## config.mk

```make
export PLATFORM = sky130hd
export DESIGN_NAME = seven_seg_scan
export DESIGN_NICKNAME = d
export VERILOG_FILES = /design/src/rtl/seven_seg_scan.sv
export SDC_FILE = /design/constraint.sdc
export NUM_CORES = 1
export LEC_CHECK = 0
export BUFFER_PORTS_ARGS = -buffer_cell sky130_fd_sc_hd__buf_4
export CAP_MARGIN = 30
export CORE_MARGIN = 2
export CORE_UTILIZATION = 40
export CTS_BUF_LIST = sky130_fd_sc_hd__clkbuf_16
export DETAILED_ROUTE_END_ITERATION = 8
export GPL_TIMING_DRIVEN = 0
export PLACE_DENSITY = 0.61
export SETUP_SLACK_MARGIN = 0.15
export SLEW_MARGIN = 5
export SYNTH_ARGS = -nofsm -noshare
export SYNTH_HDL_FRONTEND = slang
export SYNTH_SLANG_ARGS = --single-unit
```

## constraint.sdc

```tcl
create_clock -name iCLK -period 5.29 [get_ports iCLK]
set_input_delay 0.2645 -clock iCLK [delete_from_list [all_inputs] [get_ports iCLK]]
set_output_delay 0.2645 -clock iCLK [all_outputs]
set_load 0.1 [all_outputs]
```

## src/rtl/seven_seg_scan.sv

```systemverilog
// Time-multiplexed N-digit seven-segment driver: latches a packed hex word and scans
// one digit at a time onto a shared segment bus, with leading-zero blanking and blink.
module seven_seg_scan #(
  parameter int NUM_DIGITS = 4,
  parameter int SCAN_DIV   = 50000,
  parameter int BLINK_DIV  = 25,
  parameter int HEX_EN     = 0,
  parameter int ACTIVE_LOW = 1
) (
  input  logic                    iCLK,
  input  logic                    iRST,
  input  logic                    iEN,
  input  logic                    iLOAD,
  input  logic [4*NUM_DIGITS-1:0] iDATA,
  input  logic                    iBLANK_LZ,
  input  logic [NUM_DIGITS-1:0]   iBLINK_MASK,
  output logic [6:0]              oSEG7,
  output logic [NUM_DIGITS-1:0]   oDIG,
  output logic                    oFRAME
);

  localparam int IW = (NUM_DIGITS > 1) ? $clog2(NUM_DIGITS) : 1;
  localparam int PW = (SCAN_DIV > 1) ? $clog2(SCAN_DIV) : 1;
  localparam int FW = (BLINK_DIV > 1) ? $clog2(BLINK_DIV) : 1;

  localparam logic [PW-1:0] PRESC_LAST = PW'(SCAN_DIV - 1);
  localparam logic [IW-1:0] IDX_LAST   = IW'(NUM_DIGITS - 1);
  localparam logic [FW-1:0] FCNT_LAST  = FW'(BLINK_DIV - 1);

  localparam logic [6:0]            SEG_BLANK_N = 7'h7F;
  localparam logic [6:0]            SEG_OFF     = (ACTIVE_LOW != 0) ? 7'h7F : 7'h00;
  localparam logic [NUM_DIGITS-1:0] DIG_OFF     = (ACTIVE_LOW != 0) ? '1 : '0;

  // Glyphs are kept in active-low form; polarity is applied once at the output.
  function automatic logic [6:0] glyph_n(input logic [3:0] code);
    logic [6:0] g;
    case (code)
      4'h0: g = 7'h40;
      4'h1: g = 7'h79;
      4'h2: g = 7'h24;
      4'h3: g = 7'h30;
      4'h4: g = 7'h19;
      4'h5: g = 7'h12;
      4'h6: g = 7'h02;
      4'h7: g = 7'h78;
      4'h8: g = 7'h00;
      4'h9: g = 7'h10;
      4'hA: g = 7'h08;
      4'hB: g = 7'h03;
      4'hC: g = 7'h46;
      4'hD: g = 7'h21;
      4'hE: g = 7'h06;
      default: g = 7'h0E;
    endcase
    if (HEX_EN == 0 && code > 4'h9) g = SEG_BLANK_N;
    return g;
  endfunction

  function automatic logic [6:0] seg_polarity(input logic [6:0] seg_n);
    return (ACTIVE_LOW != 0) ? seg_n : ~seg_n;
  endfunction

  function automatic logic [NUM_DIGITS-1:0] dig_polarity(input logic [NUM_DIGITS-1:0] onehot);
    return (ACTIVE_LOW != 0) ? ~onehot : onehot;
  endfunction

  logic [4*NUM_DIGITS-1:0] data_p0;
  logic [NUM_DIGITS-1:0]   mask_p0;
  logic [PW-1:0]           presc_p0;
  logic [IW-1:0]           idx_p0;
  logic [FW-1:0]           fcnt_p0;
  logic                    blink_ph_p0;

  logic [NUM_DIGITS-1:0]   upper_zero_p0;
  logic                    step_p0;
  logic                    wrap_p0;
  logic [6:0]              seg_p1;
  logic [NUM_DIGITS-1:0]   dig_p1;
  logic                    vld_p1;

  // ---- stage p0 -> p1: decode the currently selected digit ----
  always_comb begin
    logic       all_zero;
    logic [3:0] code;
    logic       blank;
    logic [NUM_DIGITS-1:0] onehot;
    all_zero      = 1'b1;
    code          = 4'h0;
    blank         = 1'b0;
    onehot        = '0;
    upper_zero_p0 = '0;
    // upper_zero_p0[k]: digit k and every more-significant digit are zero
    for (int k = NUM_DIGITS - 1; k >= 0; k--) begin
      all_zero         = all_zero && (data_p0[4*k +: 4] == 4'h0);
      upper_zero_p0[k] = all_zero;
    end
    for (int k = 0; k < NUM_DIGITS; k++) begin
      if (idx_p0 == IW'(k)) begin
        code      = data_p0[4*k +: 4];
        onehot[k] = 1'b1;
        blank     = (iBLANK_LZ && (k != 0) && upper_zero_p0[k]) ||
                    (mask_p0[k] && blink_ph_p0);
      end
    end
    seg_p1  = seg_polarity(blank ? SEG_BLANK_N : glyph_n(code));
    dig_p1  = dig_polarity(onehot);
    vld_p1  = iEN;
    step_p0 = (presc_p0 == PRESC_LAST);
    wrap_p0 = step_p0 && (idx_p0 == IDX_LAST);
  end

  // ---- stage p1: registered outputs and scan counters ----
  always_ff @(posedge iCLK) begin
    if (iRST) begin
      data_p0     <= '0;
      mask_p0     <= '0;
      presc_p0    <= '0;
      idx_p0      <= '0;
      fcnt_p0     <= '0;
      blink_ph_p0 <= 1'b0;
      oSEG7       <= SEG_OFF;
      oDIG        <= DIG_OFF;
      oFRAME      <= 1'b0;
    end else begin
      if (iLOAD) begin
        data_p0 <= iDATA;
        mask_p0 <= iBLINK_MASK;
      end
      if (vld_p1) begin
        presc_p0 <= step_p0 ? '0 : presc_p0 + 1'b1;
        if (step_p0) idx_p0 <= wrap_p0 ? '0 : idx_p0 + 1'b1;
        if (wrap_p0) begin
          if (fcnt_p0 == FCNT_LAST) begin
            fcnt_p0     <= '0;
            blink_ph_p0 <= ~blink_ph_p0;
          end else begin
            fcnt_p0 <= fcnt_p0 + 1'b1;
          end
        end
        oSEG7  <= seg_p1;
        oDIG   <= dig_p1;
        oFRAME <= wrap_p0;
      end else begin
        // Blink phase deliberately holds across a disable.
        presc_p0 <= '0;
        idx_p0   <= '0;
        fcnt_p0  <= '0;
        oSEG7    <= SEG_OFF;
        oDIG     <= DIG_OFF;
        oFRAME   <= 1'b0;
      end
    end
  end

endmodule

```

==> results.toml, run 1 <==
[clock_network]
post_cts_resized = 0
clkTransAtPathRegs_ns = 0.07
cts_hold_buf = 0
cts_buffer_depth = 2
clock_sinks = 56
h-tree-depth = 2
cts_post_setup_buffers_inserted = 0
root_buffer = "clkbuf_16"
insertion_delay_ns = 0.29
cts_buffers = 5
cts_tree = "yes"

[critical_path]
crit_path_max_fanout = 10
r2r_cells = 11
worst_ep_arrival_time_ns = 2.87
critPathLaunchType = "register"
required_ns = 5.52
end_kind = "register"
reg2reg_slack_ns = 2.65
critPathKind = "register to register"
endpoint = "oSEG7[2]"
r2r-end = "oSEG7[2]"
cp-startpoint = "idx_p0[1]"
rr_startpoint = "idx_p0[1]"

[min_path]
hold_path_class = "primary input to register"

[floorplan]
die_x_um = 86.4
initial_core_util_pct = 40.6
pin_count = 37
die_y_um = 86.4
rows = 30
core_area_mm2 = 0.00668
die-area_mm2 = 0.00746

[logic_synthesis]
yosysMostFrequentCell = "dfxtp_1"
async_reset_ff_share_pct = 0
synth.avg_cell_area_um2 = 9.36
synthTopCellsByCount = "dfxtp_1, nor2_1, mux2i_1, nand2_1, ha_1"
ys.flop_type = "dfxtp_1"
synthCells = 290
synth_edf_count = 0
yosysSeqAreaShare_pct = 41.3
syn-num-nets = 328
yosys_register_bits = 56
yosysTopAreaCellShare_pct = 41.3
synth_top_area_cell = "dfxtp_1"
synth_area_leaders = "dfxtp_1, mux2i_1, nor2_1, ha_1, nand2_1"
netlist_area_mm2 = 0.00271
synthDistinctLibCells = 51
ys_warn_count = 0

[placement]
dp_slack_ns = 2.63
dpl.hpwl_mm = 3.98
gp_congestion = 0.824
portBuffers = 35

[detailed_routing]
wire_per_inst_um = 13.0
first_iter_violations = 81
drt_first_pass_iters = 4
drc_errors = 0
num_vias = 2080
ant_nets = 0
via_per_inst = 5.04
routed_wl_mm = 5.38

[final_layout]
register_area_mm2 = 0.00112
multiInputGateArea_mm2 = 0.00147
fill_cells = 664
layout.nets = 370
final_core_util_pct = 48.1
drive_gt1_share_pct = 19.5
diodes = 0
syn_to_final_growth_pct = 18.5

[job]
drv_cap = 0

[timing]
rsz0062_at_grt = "no"
worst_slew_pin_slew_ns = 0.722
min_period_over_period_pct = 49.8
hold_violations = 0
fmaxAchievable_mhz = 379
fin_worst_skew_ns = 0.00402
tns_ns = 0
setup_viol = 0
drv_slew = 0
fin_ws_ns = 2.65
relSlewSlack_pct = 51.8
period_needed_ns = 2.64
worst_hold_slack_ns = 0.165

[global_routing]
grt_usage_pct = 15.0
grt_antenna_before_repair = 0
grt_pass1_wl_mm = 8.98
grt_overflow = 0
first_global_vias = 1907
grt_max_degree = 17

[run_status]
status = "completed"

[power]
p_per_area_mw_per_mm2 = 270
power.total_uw = 868
ir_drop_mv = 0.116
p_leak_uw = 0.00130
==> worst min-delay path by stage <==
| stage | cells past startpoint | slack, ns | from | endpoint |
|---|---|---|---|---|
| finish | 2 | 0.17 | iRST | blink_ph_p0 |
| global route | 2 | 0.17 | iRST | blink_ph_p0 |
| CTS | 2 | 0.16 | iRST | blink_ph_p0 |
| detailed placement | 1 | 0.45 | presc_p0[0] | presc_p0[0] |
| global placement | 1 | 0.43 | presc_p0[0] | presc_p0[0] |
| floorplan | 1 | 0.33 | iRST | blink_ph_p0 |
==> registers in the layout, summed over array words and instances (netlist names) <==
| signal | cells |
|---|---|
| blink_ph_p0 | 1 |
| data_p0 | 16 |
| fcnt_p0 | 5 |
| idx_p0 | 2 |
| mask_p0 | 4 |
| oDIG | 4 |
| oFRAME | 1 |
| oSEG7 | 7 |
| presc_p0 | 16 |
==> kinds of logic (layout without fill, tap and decap cells) <==
| logic type | after synthesis | in the layout | share of synthesized area (%) |
|---|---|---|---|
| flip-flops | 56 | 56 | 41.3 |
| buffers and inverters | 23 | 66 | 4.43 |
| XOR/XNOR | 15 | 15 | 4.84 |
| AND/OR/NAND/NOR | 121 | 121 | 23.9 |
| adder cells (fa/ha/maj) | 13 | 13 | 5.99 |
| AO/OA/AOI/OAI | 41 | 41 | 11.8 |
| multiplexers | 21 | 21 | 7.75 |
==> layer usage <==
layer	track usage [%]	vias up	share of wire, %
met5	0	-	0
met4	5.97	0	1.4
met3	2.48	5	3.3
met2	21.5	30	41
met1	22.4	952	54
li1	-	1093	-
==> worst max-delay path: stages, from the launching register on <==
cell      delay [ns]
dfxtp_1         0.38
inv_1           0.08
ha_1            0.22
buf_2           0.18
nand3b_1        0.18
a211oi_2        0.40
inv_1           0.15
ha_1            0.30
nor2_1          0.13
nor2_1          0.06
o221ai_2        0.33
a311o_1         0.18
==> report_power, final <==
part           internal [uW]  switching (uW)  total, uW
sequential               435            8.75        444
clock                    172             143        315
combinational           41.0            68.1        109
total                    649             220        868
==> through the flow <==
stage          instance area (um^2)  instances
2_1_floorplan                  2710        290
3_3_place_gp                   3080        405
3_5_place_dp                   3080        405
4_1_cts                        3220        413
5_1_grt                        3220        413
6_report                       3220        413
==> layout make-up <==
cell class | instances | area share (%)
clock inverters | 3 | 0.428
repair buffers | 35 | 8.17
multi-input cells | 211 | 45.8
clock buffers | 5 | 3.89
flip-flops and latches | 56 | 34.9
plain buffers | 13 | 2.57
well taps | 80 | 3.11
inverters | 10 | 1.17
==> layout by cell type, fill, tap and decap left out, drive strengths merged, types with 4 or more instances in the layout <==
cell type,n
a211o,5
a211oi,6
and3,5
mux2i,21
ha,13
dfxtp,56
a21oi,11
nor2b,6
inv,10
nand3,8
nand3b,4
xor2,8
nor4,4
buf,42
o21ai,7
nand2,21
or3,5
xnor2,7
clkbuf,11
nor2,47
Note: power is estimated with default switching activity, not from simulation.
==> inputs of run 2 (changes only) <==
Clock period 5.29 ns to 2.7 ns, I/O delays scaled along.
==> run 2 against run 1 <==
Sequential power rose by 96%. Core utilization rose by 1.4 points. Critical path depth fell by 1. Total power rose by 97%. Worst hold slack got worse by 0.13 ns. Cell count rose by 0.73%. Combinational power rose by 110%. Clock skew barely moved. Cell area rose by 2.9%. Clock power rose by 96%. Sequential share of layout area fell by 0.90 points. Register-to-register slack got worse by 2.4 ns.
==> results.toml, run 2 (same netlist as run 1, synthesis figures left out) <==
[final_layout]
final_common_cell = "dfxtp_1"
largestRegisters = "data_p0: 16 flops, presc_p0: 16 flops, oSEG7: 7 flops"
fill_cells = 657
syn_to_final_growth_pct = 21.9
final_area_mm2 = 0.00331
layout.nets = 373
diodes = 0
drive_gt1_share_pct = 22.9
final_cell_mix = "dfxtp_1, nor2_1, buf_4"

[critical_path]
critPathLaunchType = "register"
cpMaxStageDelayCell = "dfxtp_2"
slowest_delay_ns = 0.36
path_cells = "inv_1 > ha_1 > buf_2 > a211o_1 > o211ai_4 > ha_2 > nor2_2 > nor2_2 > o221ai_4 > a311o_1"
crit_path_max_fanout = 10
required_ns = 2.88
crit_family = "compound AO/OA/AOI/OAI gates"
worst-path-stages = 10
end_kind = "register"
worst_ep_arrival_time_ns = 2.61
r2r_cells = 10
critPathKind = "register to register"
cp.buffers_inverters = 2
reg2reg_slack_ns = 0.27
cp_common_cell = "nor2_2"

[timing]
fmaxAchievable_mhz = 411
fin_worst_skew_ns = 0.00427
period_needed_ns = 2.43
drv_slew = 0
tns_ns = 0
worst_hold_slack_ns = 0.0363
hold_violations = 0
rsz0062_at_grt = "no"
worst_slew_pin_slew_ns = 0.726
relSlewSlack_pct = 51.6
min_period_over_period_pct = 90.0
setup_viol = 0

[floorplan]
initial_core_util_pct = 40.6
die-area_mm2 = 0.00746
rows = 30
die_x_um = 86.4
core_area_mm2 = 0.00668
die_y_um = 86.4
pin_count = 37

[detailed_routing]
drc_errors = 0
drt_first_pass_iters = 4
ant_nets = 0
via_per_inst = 5.03
routed_wl_mm = 5.52
wire_per_inst_um = 13.3
first_iter_violations = 90
num_vias = 2091

[global_routing]
grt_antenna_before_repair = 0
grt_pass1_wl_mm = 9.07
grt_usage_pct = 15.3
first_global_vias = 1917
grt_max_degree = 17
grt_overflow = 0

[min_path]
min_path_cells = 2
hold_path_class = "primary input to register"

[clock_network]
clkTransAtPathRegs_ns = 0.07
cts_buffers = 5
h-tree-depth = 2
insertion_delay_ns = 0.29
clock_sinks = 56
cts_tree = "yes"
root_buffer = "clkbuf_16"
cts_buffer_depth = 2

[placement]
gp_congestion = 0.824
dpl.hpwl_mm = 3.98
portBuffers = 35
dpl-instance-area_mm2 = 0.00308

[power]
p_per_area_mw_per_mm2 = 518
p_leak_uw = 0.00132
ir_drop_mv = 0.229
power.total_uw = 1710

[run_status]
status = "completed"

[job]
drv_cap = 0
[run 2: cell count changes in the layout (fill, tap and decap cells not counted), moves of 2 or more]
cell	delta
nor2_1	-2
a211oi_4	+2
dfxtp_2	+2
buf_4	+4
nor2_2	+2
dfxtp_1	-2
ha_1	-2
[run 2: report_power, final]
part           internal [uW]  switching [uW]
registers                853            17.9
logic                   87.3             138
clock network            338             279
total                   1280             434
[run 2: per-stage QoR]
stage	cells	setup WS [ns]	util (%)
finish	416	0.270	49.5
global route	416	0.130	49.5
global placement	405	0.0839	46.0
CTS	413	0.166	48.7
detailed placement	405	0.0389	46.0
floorplan	290	0.408	-
[run 2: path summary, 6_finish.rpt]
check | start | to
max | idx_p0[0] | oSEG7[2]
min | iRST | blink_ph_p0
max reg2reg | idx_p0[0] | oSEG7[2]
min reg2reg | presc_p0[0] | presc_p0[0]
[run 2: cell type report]
| type | instances | area [um^2] | area share, % |
|---|---|---|---|
| clock buffer | 5 | 125 | 3.78 |
| buffer | 13 | 85.1 | 2.57 |
| multi-input combinational | 211 | 1540 | 46.5 |
| sequential | 56 | 1120 | 34.0 |
| tap | 80 | 100 | 3.03 |
| timing repair buffer | 38 | 285 | 8.62 |
| clock inverter | 3 | 13.8 | 0.416 |
| inverter | 10 | 37.5 | 1.13 |
[run 2: metal layers]
layer	global-route usage [%]	share of wire [%]	up-vias
met5	0	0	-
met1	22.5	53	951
met2	21.5	41	36
met3	2.76	3.6	9
li1	-	-	1095
met4	6.96	2.1	0
[run 2: timing repair]
item	4_1_cts	5_1_grt
pin swaps	0	4
hold buffers	0	0
endpoints found under the setup margin	7	7
setup buffers	0	3
resized for setup	6	10
==> inputs of run 3 (changes only) <==
Settings changed: ABC_AREA set to 1, BUFFER_PORTS_ARGS -buffer_cell sky130_fd_sc_hd__buf_4 to not set, DONT_BUFFER_PORTS set to 1, PLACE_DENSITY 0.61 to 0.56.
==> run 3 against run 2 <==
Sequential share of layout area up 0.82 points. Critical path type unchanged. First-iteration DRC count decreased by 39%. Cell count grew 22%. Cell area shrank 2.6%. Largest cell class unchanged. Critical endpoint is now oSEG7[3]. Critical path depth up 6.
==> results.toml, run 3 <==
[run_status]
status = "completed"

[timing]
tns_ns = 0
drv_slew = 0
rsz0062_at_grt = "no"
fin_worst_skew_ns = 0.00542
min_period_over_period_pct = 84.9
worst_slew_pin_slew_ns = 0.959
relSlewSlack_pct = 36.0
fmaxAchievable_mhz = 436
period_needed_ns = 2.29
setup_viol = 0
hold_violations = 0

[placement]
portBuffers = 0
dpl.hpwl_mm = 4.29
gp_congestion = 0.878

[final_layout]
fill_cells = 675
drive_gt1_share_pct = 10.0
syn_to_final_growth_pct = 14.7
diodes = 0
register_area_mm2 = 0.00112
largestRegisters = "data_p0: 16 flops, presc_p0: 16 flops, oSEG7: 7 flops"
final_common_cell = "nand2_1"
multiInputGateArea_mm2 = 0.00148
layout.nets = 447
final_cell_mix = "nand2_1, dfxtp_1, a21oi_1"

[logic_synthesis]
synth_top_area_cell = "dfxtp_1"
netlist_area_mm2 = 0.00281
synth-simple-area-share_pct = 32.7
yosysMostFrequentCell = "nand2_1"
yosys_register_bits = 56
ys.flop_type = "dfxtp_1"
synth_top_family_by_area = "simple AND/OR/NAND/NOR gates"
synth_area_leaders = "dfxtp_1, nand2_1, a21oi_1, ha_1, nand3_1"
synth_compound_area_share_pct = 13.1
synth_edf_count = 0
yosysTopAreaCellShare_pct = 39.9
yosysSeqAreaShare_pct = 39.9
synth_xor_area_share_pct = 1.25
synthTopCellsByCount = "nand2_1, dfxtp_1, a21oi_1"
synthDistinctLibCells = 32
synthCells = 389
ys_warn_count = 0
synth_mux_area_share_pct = 0
synthAdderAreaFrac_pct = 5.79
syn-num-nets = 427
async_reset_ff_share_pct = 0
synth.avg_cell_area_um2 = 7.22

[global_routing]
grt_overflow = 0
grt_pass1_wl_mm = 9.87
grt_max_degree = 17
grt_usage_pct = 16.2
first_global_vias = 2154
grt_antenna_before_repair = 0

[detailed_routing]
num_vias = 2453
first_iter_violations = 55
routed_wl_mm = 5.81
drt_first_pass_iters = 4
ant_nets = 0
drc_errors = 0
wire_per_inst_um = 11.5
via_per_inst = 4.85

[critical_path]
end_kind = "register"
worst_ep_arrival_time_ns = 2.53
critPathLaunchType = "register"
required_ns = 2.94
reg2reg_slack_ns = 0.41
crit_path_max_fanout = 9
r2r_cells = 16
critPathKind = "register to register"

[clock_network]
h-tree-depth = 2
cts_tree = "yes"
clkTransAtPathRegs_ns = 0.07
insertion_delay_ns = 0.29
cts_buffers = 5
clock_sinks = 56
root_buffer = "clkbuf_16"
cts_buffer_depth = 2

[power]
ir_drop_mv = 0.241
power.total_uw = 1780
p_leak_uw = 0.00132
p_per_area_mw_per_mm2 = 551

[floorplan]
core_area_mm2 = 0.00679
die_y_um = 87.8
die_x_um = 87.8
pin_count = 37
die-area_mm2 = 0.00771
rows = 30
initial_core_util_pct = 41.3

[min_path]
min_path_cells = 2
hold_path_class = "primary input to register"

[job]
drv_cap = 0
## run 3: cell types whose count changed after synthesis, moves of 7 or more
| cell | delta |
|---|---|
| mux2i_1 | -21 |
| nand2_1 | +94 |
| xnor2_1 | -7 |
| a21oi_1 | +26 |
| nand3_1 | +23 |
| nor2_1 | -17 |
| inv_1 | +24 |
## run 3: cell families after synthesis
family	after synthesis
buffers and inverters	51
AO/OA/AOI/OAI	61
flip-flops	56
adder cells (fa/ha/maj)	13
AND/OR/NAND/NOR	204
XOR/XNOR	4
## run 3: cell type report
| class | instances | area share [%] |
|---|---|---|
| Multi-Input combinational cell | 282 | 46.0 |
| Sequential cell | 56 | 34.8 |
| Inverter | 42 | 4.89 |
| Timing Repair Buffer | 13 | 4.04 |
| Clock buffer | 5 | 3.88 |
| Tap cell | 96 | 3.73 |
| Buffer | 9 | 1.44 |
| Clock inverter | 3 | 1.20 |
## run 3: repair_timing
action	4_1_cts	5_1_grt
buffers inserted	0	0
gates resized for setup	0	0
hold buffers	13	0
hold endpoints to repair	16	0
## run 3: where the power goes
| part | leakage [uW] | internal (uW) | switching (uW) |
|---|---|---|---|
| sequential | 0.000458 | 853 | 72.6 |
| clock | 0.0000850 | 433 | 287 |
| combinational | 0.000777 | 52.1 | 79.7 |
| total | 0.00132 | 1340 | 439 |
## run 3: final timing paths
kind / from / end
setup / recovery: idx_p0[1] / oSEG7[3]
hold / removal: iDATA[7] / data_p0[7]
setup reg to reg: idx_p0[1] / oSEG7[3]
hold reg to reg: presc_p0[0] / presc_p0[0]
## run 3: metal layers
metal | vias up | GRT usage, % | part of all wire (%)
li1 | 1293 | - | -
met1 | 1106 | 22.0 | 51
met2 | 50 | 25.8 | 45
met3 | 4 | 3.86 | 3.9
met4 | 0 | 4.20 | 0.79
met5 | - | 0 | 0
## run 3: critical path: stages, from the launching register on
cell and delay, ns:
dfxtp_1 0.38, inv_1 0.08, ha_1 0.17, buf_4 0.17, inv_2 0.07, nand3_1 0.06
nand2_1 0.08, nand2_1 0.05, nand2_1 0.09, nand2_1 0.15, ha_1 0.26, or2_2 0.30
nand3_1 0.09, nand2_1 0.06, nand2_1 0.10, a21oi_4 0.07, nand2_1 0.07
## run 3: per-stage QoR
step / cell area [um^2] / hold WS [ns] / utilization [%] / std cells / worst slack [ns]
floorplan: 2810 / 0.213 / - / 389 / 0.717
finish: 3220 / 0.00593 / 47.4 / 506 / 0.408
detailed placement: 2930 / 0.218 / 43.1 / 485 / 0.435
CTS: 3220 / 0.000221 / 47.4 / 506 / 0.398
global placement: 2930 / 0.216 / 43.1 / 485 / 0.437
global route: 3220 / 0.000741 / 47.4 / 506 / 0.199
